[src/rtl/aes_inv_shiftrows_serial_pkg.sv]
// Shared AES constants, FSM encoding and the column-index helper for the
// serial InvShiftRows block.
package aes_inv_shiftrows_serial_pkg;

  localparam int AES_NB     = 4;
  localparam int AES_BYTE_W = 8;

  typedef enum logic [0:0] {
    ST_LOAD  = 1'b0,
    ST_DRAIN = 1'b1
  } state_e;

  // Input column that feeds output column col in row row: (col - row) mod 4.
  function automatic logic [1:0] inv_src_col(input logic [1:0] col, input logic [1:0] row);
    return col - row;
  endfunction

endpackage

[src/rtl/aes_inv_shiftrows_serial.sv]
// Column-serial AES InvShiftRows: collects four 32-bit columns, then replays
// them with each row rotated right by its row index.
module aes_inv_shiftrows_serial
  import aes_inv_shiftrows_serial_pkg::*;
#(
  parameter int COLS  = 4,
  parameter int COL_W = 32
) (
  input  logic             clk,
  input  logic             rst_n,
  input  logic             flush,
  input  logic             in_valid,
  output logic             in_ready,
  input  logic [COL_W-1:0] in_col,
  output logic             out_valid,
  input  logic             out_ready,
  output logic [COL_W-1:0] out_col,
  output logic             busy
);

  state_e                  state_r;
  state_e                  state_nxt_s;
  logic [1:0]              cnt_r;
  logic [1:0]              cnt_nxt_s;
  logic                    in_fire_s;
  logic [COL_W-1:0]        out_col_s;
  logic [AES_BYTE_W-1:0]   blk_r [COLS*AES_NB];

  // Next-state, handshake and counter logic; flush wins over any transfer.
  always_comb begin
    state_nxt_s = state_r;
    cnt_nxt_s   = cnt_r;
    in_ready    = 1'b0;
    out_valid   = 1'b0;
    in_fire_s   = 1'b0;
    case (state_r)
      ST_LOAD: begin
        in_ready = 1'b1;
        if (in_valid) begin
          in_fire_s = 1'b1;
          cnt_nxt_s = cnt_r + 2'd1;
          if (cnt_r == 2'd3) begin
            state_nxt_s = ST_DRAIN;
          end else begin
            state_nxt_s = ST_LOAD;
          end
        end else begin
          state_nxt_s = ST_LOAD;
        end
      end
      ST_DRAIN: begin
        out_valid = 1'b1;
        if (out_ready) begin
          cnt_nxt_s = cnt_r + 2'd1;
          if (cnt_r == 2'd3) begin
            state_nxt_s = ST_LOAD;
          end else begin
            state_nxt_s = ST_DRAIN;
          end
        end else begin
          state_nxt_s = ST_DRAIN;
        end
      end
      default: begin
        state_nxt_s = ST_LOAD;
        cnt_nxt_s   = 2'd0;
      end
    endcase
    if (flush) begin
      state_nxt_s = ST_LOAD;
      cnt_nxt_s   = 2'd0;
      in_fire_s   = 1'b0;
    end else begin
      in_fire_s   = in_fire_s;
    end
  end

  // State, counter and byte buffer; buffer is written in place, never shifted.
  always_ff @(posedge clk or negedge rst_n) begin
    if (!rst_n) begin
      state_r <= ST_LOAD;
      cnt_r   <= 2'd0;
      for (int i = 0; i < COLS*AES_NB; i++) begin
        blk_r[i] <= '0;
      end
    end else begin
      state_r <= state_nxt_s;
      cnt_r   <= cnt_nxt_s;
      if (in_fire_s) begin
        for (int r = 0; r < AES_NB; r++) begin
          blk_r[{cnt_r, r[1:0]}] <= in_col[COL_W-1-AES_BYTE_W*r -: AES_BYTE_W];
        end
      end
    end
  end

  // Output byte select; forced to zero outside DRAIN so idle out_col is clean.
  always_comb begin
    out_col_s = '0;
    if (state_r == ST_DRAIN) begin
      for (int r = 0; r < AES_NB; r++) begin
        out_col_s[COL_W-1-AES_BYTE_W*r -: AES_BYTE_W] =
          blk_r[{inv_src_col(cnt_r, r[1:0]), r[1:0]}];
      end
    end else begin
      out_col_s = '0;
    end
  end

  assign out_col = out_col_s;
  assign busy    = !((state_r == ST_LOAD) && (cnt_r == 2'd0));

endmodule

[config.mk]
export PLATFORM = sky130hd
export DESIGN_NAME = aes_inv_shiftrows_serial
export DESIGN_NICKNAME = d
export VERILOG_FILES = /design/src/rtl/aes_inv_shiftrows_serial_pkg.sv /design/src/rtl/aes_inv_shiftrows_serial.sv
export SDC_FILE = /design/constraint.sdc
export NUM_CORES = 1
export LEC_CHECK = 0
export ABC_AREA = 0
export ABC_CLOCK_PERIOD_IN_PS = 3100
export CAP_MARGIN = 30
export CORE_MARGIN = 3
export CORE_UTILIZATION = 30
export DETAILED_ROUTE_END_ITERATION = 6
export PLACE_DENSITY = 0.48
export SKIP_LAST_GASP = 1
export SYNTH_ARGS = -nofsm -noshare
export SYNTH_HDL_FRONTEND = slang
export SYNTH_SLANG_ARGS = --single-unit
[constraint.sdc]
create_clock -name clk -period 3.1 [get_ports clk]
set_input_delay 0.93 -clock clk [delete_from_list [all_inputs] [get_ports clk]]
set_output_delay 0.93 -clock clk [all_outputs]
set_load 0.05 [all_outputs]
* Yosys cells after proc, flatten, opt, wreduce, memory -nomap -nowiden
Cells that the tools add are included.
** Storage, ports and cells
- Register bits :: 131
- Bits of input ports :: 37
- Output and inout bits :: 35
- Logic and storage cells :: 92
** Cells by class
- Add/sub/neg operators :: 4
- Magnitude comparators :: 11
- Equal/unequal tests :: 3
- Multiplexer cells :: 40
- Bitwise gates (word level) :: 8
- Reductions and logical operators :: 8
** Operator list (count)
- 128-bit bitwise mux :: 4
- 8-bit binary-select mux with 4-bit select :: 4
- 8-bit demux with 4-bit select :: 4
- 8-bit 2-to-1 mux :: 12
- 5-bit greater-or-equal comparator (second input constant) :: 7
- 4-bit NOT with 5-bit output :: 7
- 32-bit 2-to-1 mux :: 1
- 5-bit by 1-bit < comparator with 1-bit output (second input constant) :: 4
- 1-bit 2-to-1 mux :: 10
- 2-bit 2-to-1 mux :: 3
- 3-bit != test (second input constant) :: 2
- 1-bit logical AND :: 5
- 2-bit case mux with 2 select lines :: 1
- 2-bit subtractor (second input constant) :: 2
- 2-bit by 1-bit adder with 2-bit output (second input constant) :: 1
- 2-bit == test (second input constant) :: 1
- 2-bit zero test :: 1
- 1-bit case mux with 2 select lines :: 1
- 2-bit AND reduction :: 1
- 2-bit by 1-bit subtractor with 2-bit output (second input constant) :: 1
- 1-bit zero test :: 1
- 1-bit NOT :: 1

* Longest topological paths before layout
- Depth in word-level cells :: 9
- Mapped depth :: 8

* Least setup slack after synthesis
No wires, ideal clock.
- Kind :: reg2out
- From :: register cnt_r[0]
- To :: output out_col[0]
- Data arrival time :: 2.469 ns
- Data required time :: 2.170 ns
- Slack :: -0.299 ns
- Stages on the path, launching flop included :: 9
- Cell sequence :: dfrtp_1 -> buf_2 -> buf_2 -> inv_1 -> ha_1 -> nand2b_1 -> clkbuf_1 -> buf_2 -> o22ai_1
** On the way
- Cells in the longest elaborated chain, start to end :: 6
** Ends and longest elaborated chain
- from (decl) :: line aes_inv_shiftrows_serial.sv:23 : logic [1:0] cnt_r;
- from (signal assigned) :: line aes_inv_shiftrows_serial.sv:88 : cnt_r <= cnt_nxt_s;
- 2-bit subtractor :: line aes_inv_shiftrows_serial_pkg.sv:15 : return col - row;
- 4-bit NOT with 5-bit output (implied by the code) :: line aes_inv_shiftrows_serial.sv:103 : blk_r[{inv_src_col(cnt_r, r[1:0]), r[1:0]}];
- 8-bit binary-select mux with 4-bit select :: line aes_inv_shiftrows_serial.sv:103
- 8-bit 2-to-1 mux (implied by the code) (2 in series) :: line aes_inv_shiftrows_serial.sv:103
- 32-bit 2-to-1 mux :: line aes_inv_shiftrows_serial.sv:100 : if (state_r == ST_DRAIN) begin
- to (decl) :: line aes_inv_shiftrows_serial.sv:17 : output logic [COL_W-1:0] out_col,
No other way between the ends. The select of a mux whose other input is x is not followed.

* Final worst setup path
- From :: register cnt_r[0]
- To :: output out_col[5]
The elaborated chain is that of the path after synthesis.

==> out/qor.csv <==
stage,metric,value,unit
synth,sequential area share after synthesis,52.23,%
route,DRC,0,
synth,synth warn,0,
global_routing,pin count of the biggest net entering global routing,58,
timing,Final WS setup,0.08699,ns
global_routing,antenna violations before repair,0,
pwr,Pint,4.391,mW
placement,Post-DP HPWL,8596,um
placement,pre-CTS setup slack,0.2461,ns
clocking,Clock Sinks,131,
floorplan,die span in y,150.6,um
clocking,Num CTS Buffers,17,
pwr,Reg power frac,42.5,%
floorplan,site row count,52,
finish,FILL cells,1838,
pwr,Clock Power Share,37.1,%
floorplan,starting density of the core,30.82,%
floorplan,die area,22690,um^2
finish,final net count,528,
timing,worst slew pin tran,0.6231,ns
worst_setup_path,CP Max Fanout,16,
timing,Setup Total Neg Slack,0,ns
placement,Placed Area,7726,um^2
synth,synth top area cells,"dfrtp_1, mux2_4, mux2_2",
pwr,Peak supply drop,0.4113,mV
global_routing,GR Overflow Total,0,
pwr,Psw,1.427,mW
global_routing,aggregate global-route resource usage,13.36,%
flow_run,# Max-Cap Violations,0,
finish,multi-input logic area,2910,um^2
worst_setup_path,kind of critical path,flop to output port,
synth,Post-Syn Nets,453,
pwr,combinational power share,20.4,%
floorplan,core region area,20360,um^2
finish,final instance area,8402,um^2
synth,largest area contributor in the synthesized netlist,dfrtp_1,
outcome,outcome,"finished, final reports clean",
synth,syn_area_per_cell,15.23,um^2
placement,IO buf count,71,
worst_setup_path,crit path launch type,flop,
pwr,Lkg Pwr,3.433,nW
synth,Unique masters post-synth,21,
timing,Clock Skews,0.007950,ns
min_path,Min-Delay Path Class,primary input to asynchronous set/reset pin,
floorplan,# IOs,72,
global_routing,first-pass GRT wire length,23080,um
clocking,H-tree Lvls,4,
global_routing,number of global-route vias before repair,3988,
clocking,TritonCTS clock tree,yes,
finish,share of cells above drive strength 1,45.60,%
timing,final slew viol count,0,
clocking,Clock Pin Slew Worst Setup and Hold Paths,0.05,ns
synth,"flops & latches, synth",131,
route,Post-Route WL,14060,um
timing,final hold viol count,0,
synth,synthesized area,6276,um^2
clocking,maximum clock insertion buffer count,2,
worst_setup_path,"Req. time, crit path",2.17,ns
route,routed via count,3616,
finish,register area,3281,um^2
timing,post-route minimum period,3.013,ns
placement,Placer Congestion,0.6763,
finish,Synth-to-Final Area Change,33.87,%
finish,final core utilization,41.26,%
clocking,CTS root buffer,clkbuf_16,
worst_setup_path,CP Capture Type,output port,
clocking,worst skew pair latency,0.42,ns
floorplan,die width,150.6,um
timing,Final Cycle Share,97.19,%
route,Routed Antenna Nets,0,
clocking,Post-CTS Setup Repair Bufs,0,
finish,Diodes inserted,0,
synth,Synth top area share,52.23,%
route,Vias/cell,4.696,
timing,RSZ-0062 raised after global routing,true,
timing,fmax,331.9,MHz
timing,setup violators final,0,
synth,Post-Synthesis Cells,412,
pwr,Sw Share,24.52,%
route,TritonRoute pass-1 iters,4,
pwr,PwrDens,692.4,nW/um^2
route,wire length per cell,18.25,um
worst_setup_path,worst path arrival time,2.08,ns
route,initial drt markers,144,
timing,Worst slew margin,58.46,%
stage by stage:
stage	hold slack (ns)	power [mW]	std cells
final	0.4474	5.818	770
after global routing	0.4781	6.126	770
after CTS	0.4560	5.879	770
after detailed placement	0.4754	3.690	738
after global placement	0.4669	3.632	738
after floorplan	0.4574	3.360	412
state kept, by name (all words and copies together), names as in the netlist:
name	cells
state_r	1
blk_r	128
cnt_r	2
layer usage:
layer  vias to the layer above  global-route usage, %  wire length [um]
met5                         -                      0                 0
met4                         0                  3.536               125
met3                        10                  4.094               580
met2                        60                  20.50              6425
met1                      1889                  18.41              6924
li1                       1657                      -                 -
cell usage after synthesis:
cell,count
clkbuf_1,4
nand2_1,3
buf_2,12
nand3b_1,1
buf_6,7
a21oi_1,1
mux2_2,64
nor2b_1,1
mux2i_1,66
inv_1,3
mux2_1,5
buf_4,2
o22ai_1,32
nand2b_1,4
dfrtp_1,131
nor4bb_1,4
buf_12,6
nor2_1,1
mux2_4,60
a21bo_2,1
ha_1,4
critical path: stages (launching register included):
cell and delay (ns):
dfrtp_2 0.37, inv_1 0.06, ha_1 0.33, nand2b_1 0.15, buf_4 0.27, o22ai_2 0.30, buf_12 0.17
what timing repair did:
item                                    CTS  global route
hold buffers                              0             0
endpoints found under the setup margin    5             4
resized for setup                         2             4
pin swaps                                 0             0
area by class of cell:
cell class                 instances  area share (%)
sequential                       131           39.05
multi-input combinational        247           34.64
timing repair buffer              87           14.58
clock buffer                      22           5.763
tap                              270           4.021
clock inverter                    10           1.817
inverter                           3          0.1340
worst paths after layout:
path                                               to  depth (start not counted)  slack [ns]             startpoint
worst min register to register  blk_r[79]$_DFFE_PN0P_                          1        0.49  blk_r[79]$_DFFE_PN0P_
min in group clk                blk_r[79]$_DFFE_PN0P_                          1        0.49  blk_r[79]$_DFFE_PN0P_
worst min-delay path                state_r$_DFF_PN0_                          1        0.45                  rst_n
worst max-delay path                       out_col[5]                          6        0.09   cnt_r[0]$_DFFE_PN0P_
worst max register to register  blk_r[15]$_DFFE_PN0P_                          5        0.84   cnt_r[1]$_DFFE_PN0P_
max in group asynchronous       blk_r[12]$_DFFE_PN0P_                          2        1.89                  rst_n
power by group through the flow:
stage	registers, mW	clock network, mW	logic [mW]
3_3_place_gp	2.48	0	1.15
6_report	2.47	2.16	1.18
3_5_place_dp	2.50	0	1.19
5_1_grt	2.54	2.29	1.29
4_1_cts	2.48	2.20	1.20
2_1_floorplan	2.42	0	0.936
cells by family (layout without fill, tap and decap cells):
family / after synthesis / count (layout) / share of synthesized area [%]
compound gates: 34 / 34 / 3.429
fa+ha+maj: 4 / 4 / 0.7975
buf+inv: 34 / 122 / 4.785
flops: 131 / 131 / 52.23
mux: 195 / 195 / 37.26
simple gates: 14 / 14 / 1.495
cells in the final DEF, fill, tap and decap left out, types with 5 or more instances in the layout:
| master | count |
|---|---|
| clkinv_2 | 5 |
| mux2_1 | 5 |
| clkdlybuf4s50_1 | 37 |
| mux2_4 | 60 |
| o22ai_4 | 7 |
| mux2_2 | 64 |
| buf_4 | 11 |
| clkbuf_16 | 17 |
| buf_12 | 38 |
| o22ai_2 | 9 |
| o22ai_1 | 16 |
| dfrtp_1 | 129 |
| mux2i_1 | 66 |
(Power assumes the default switching activity.)
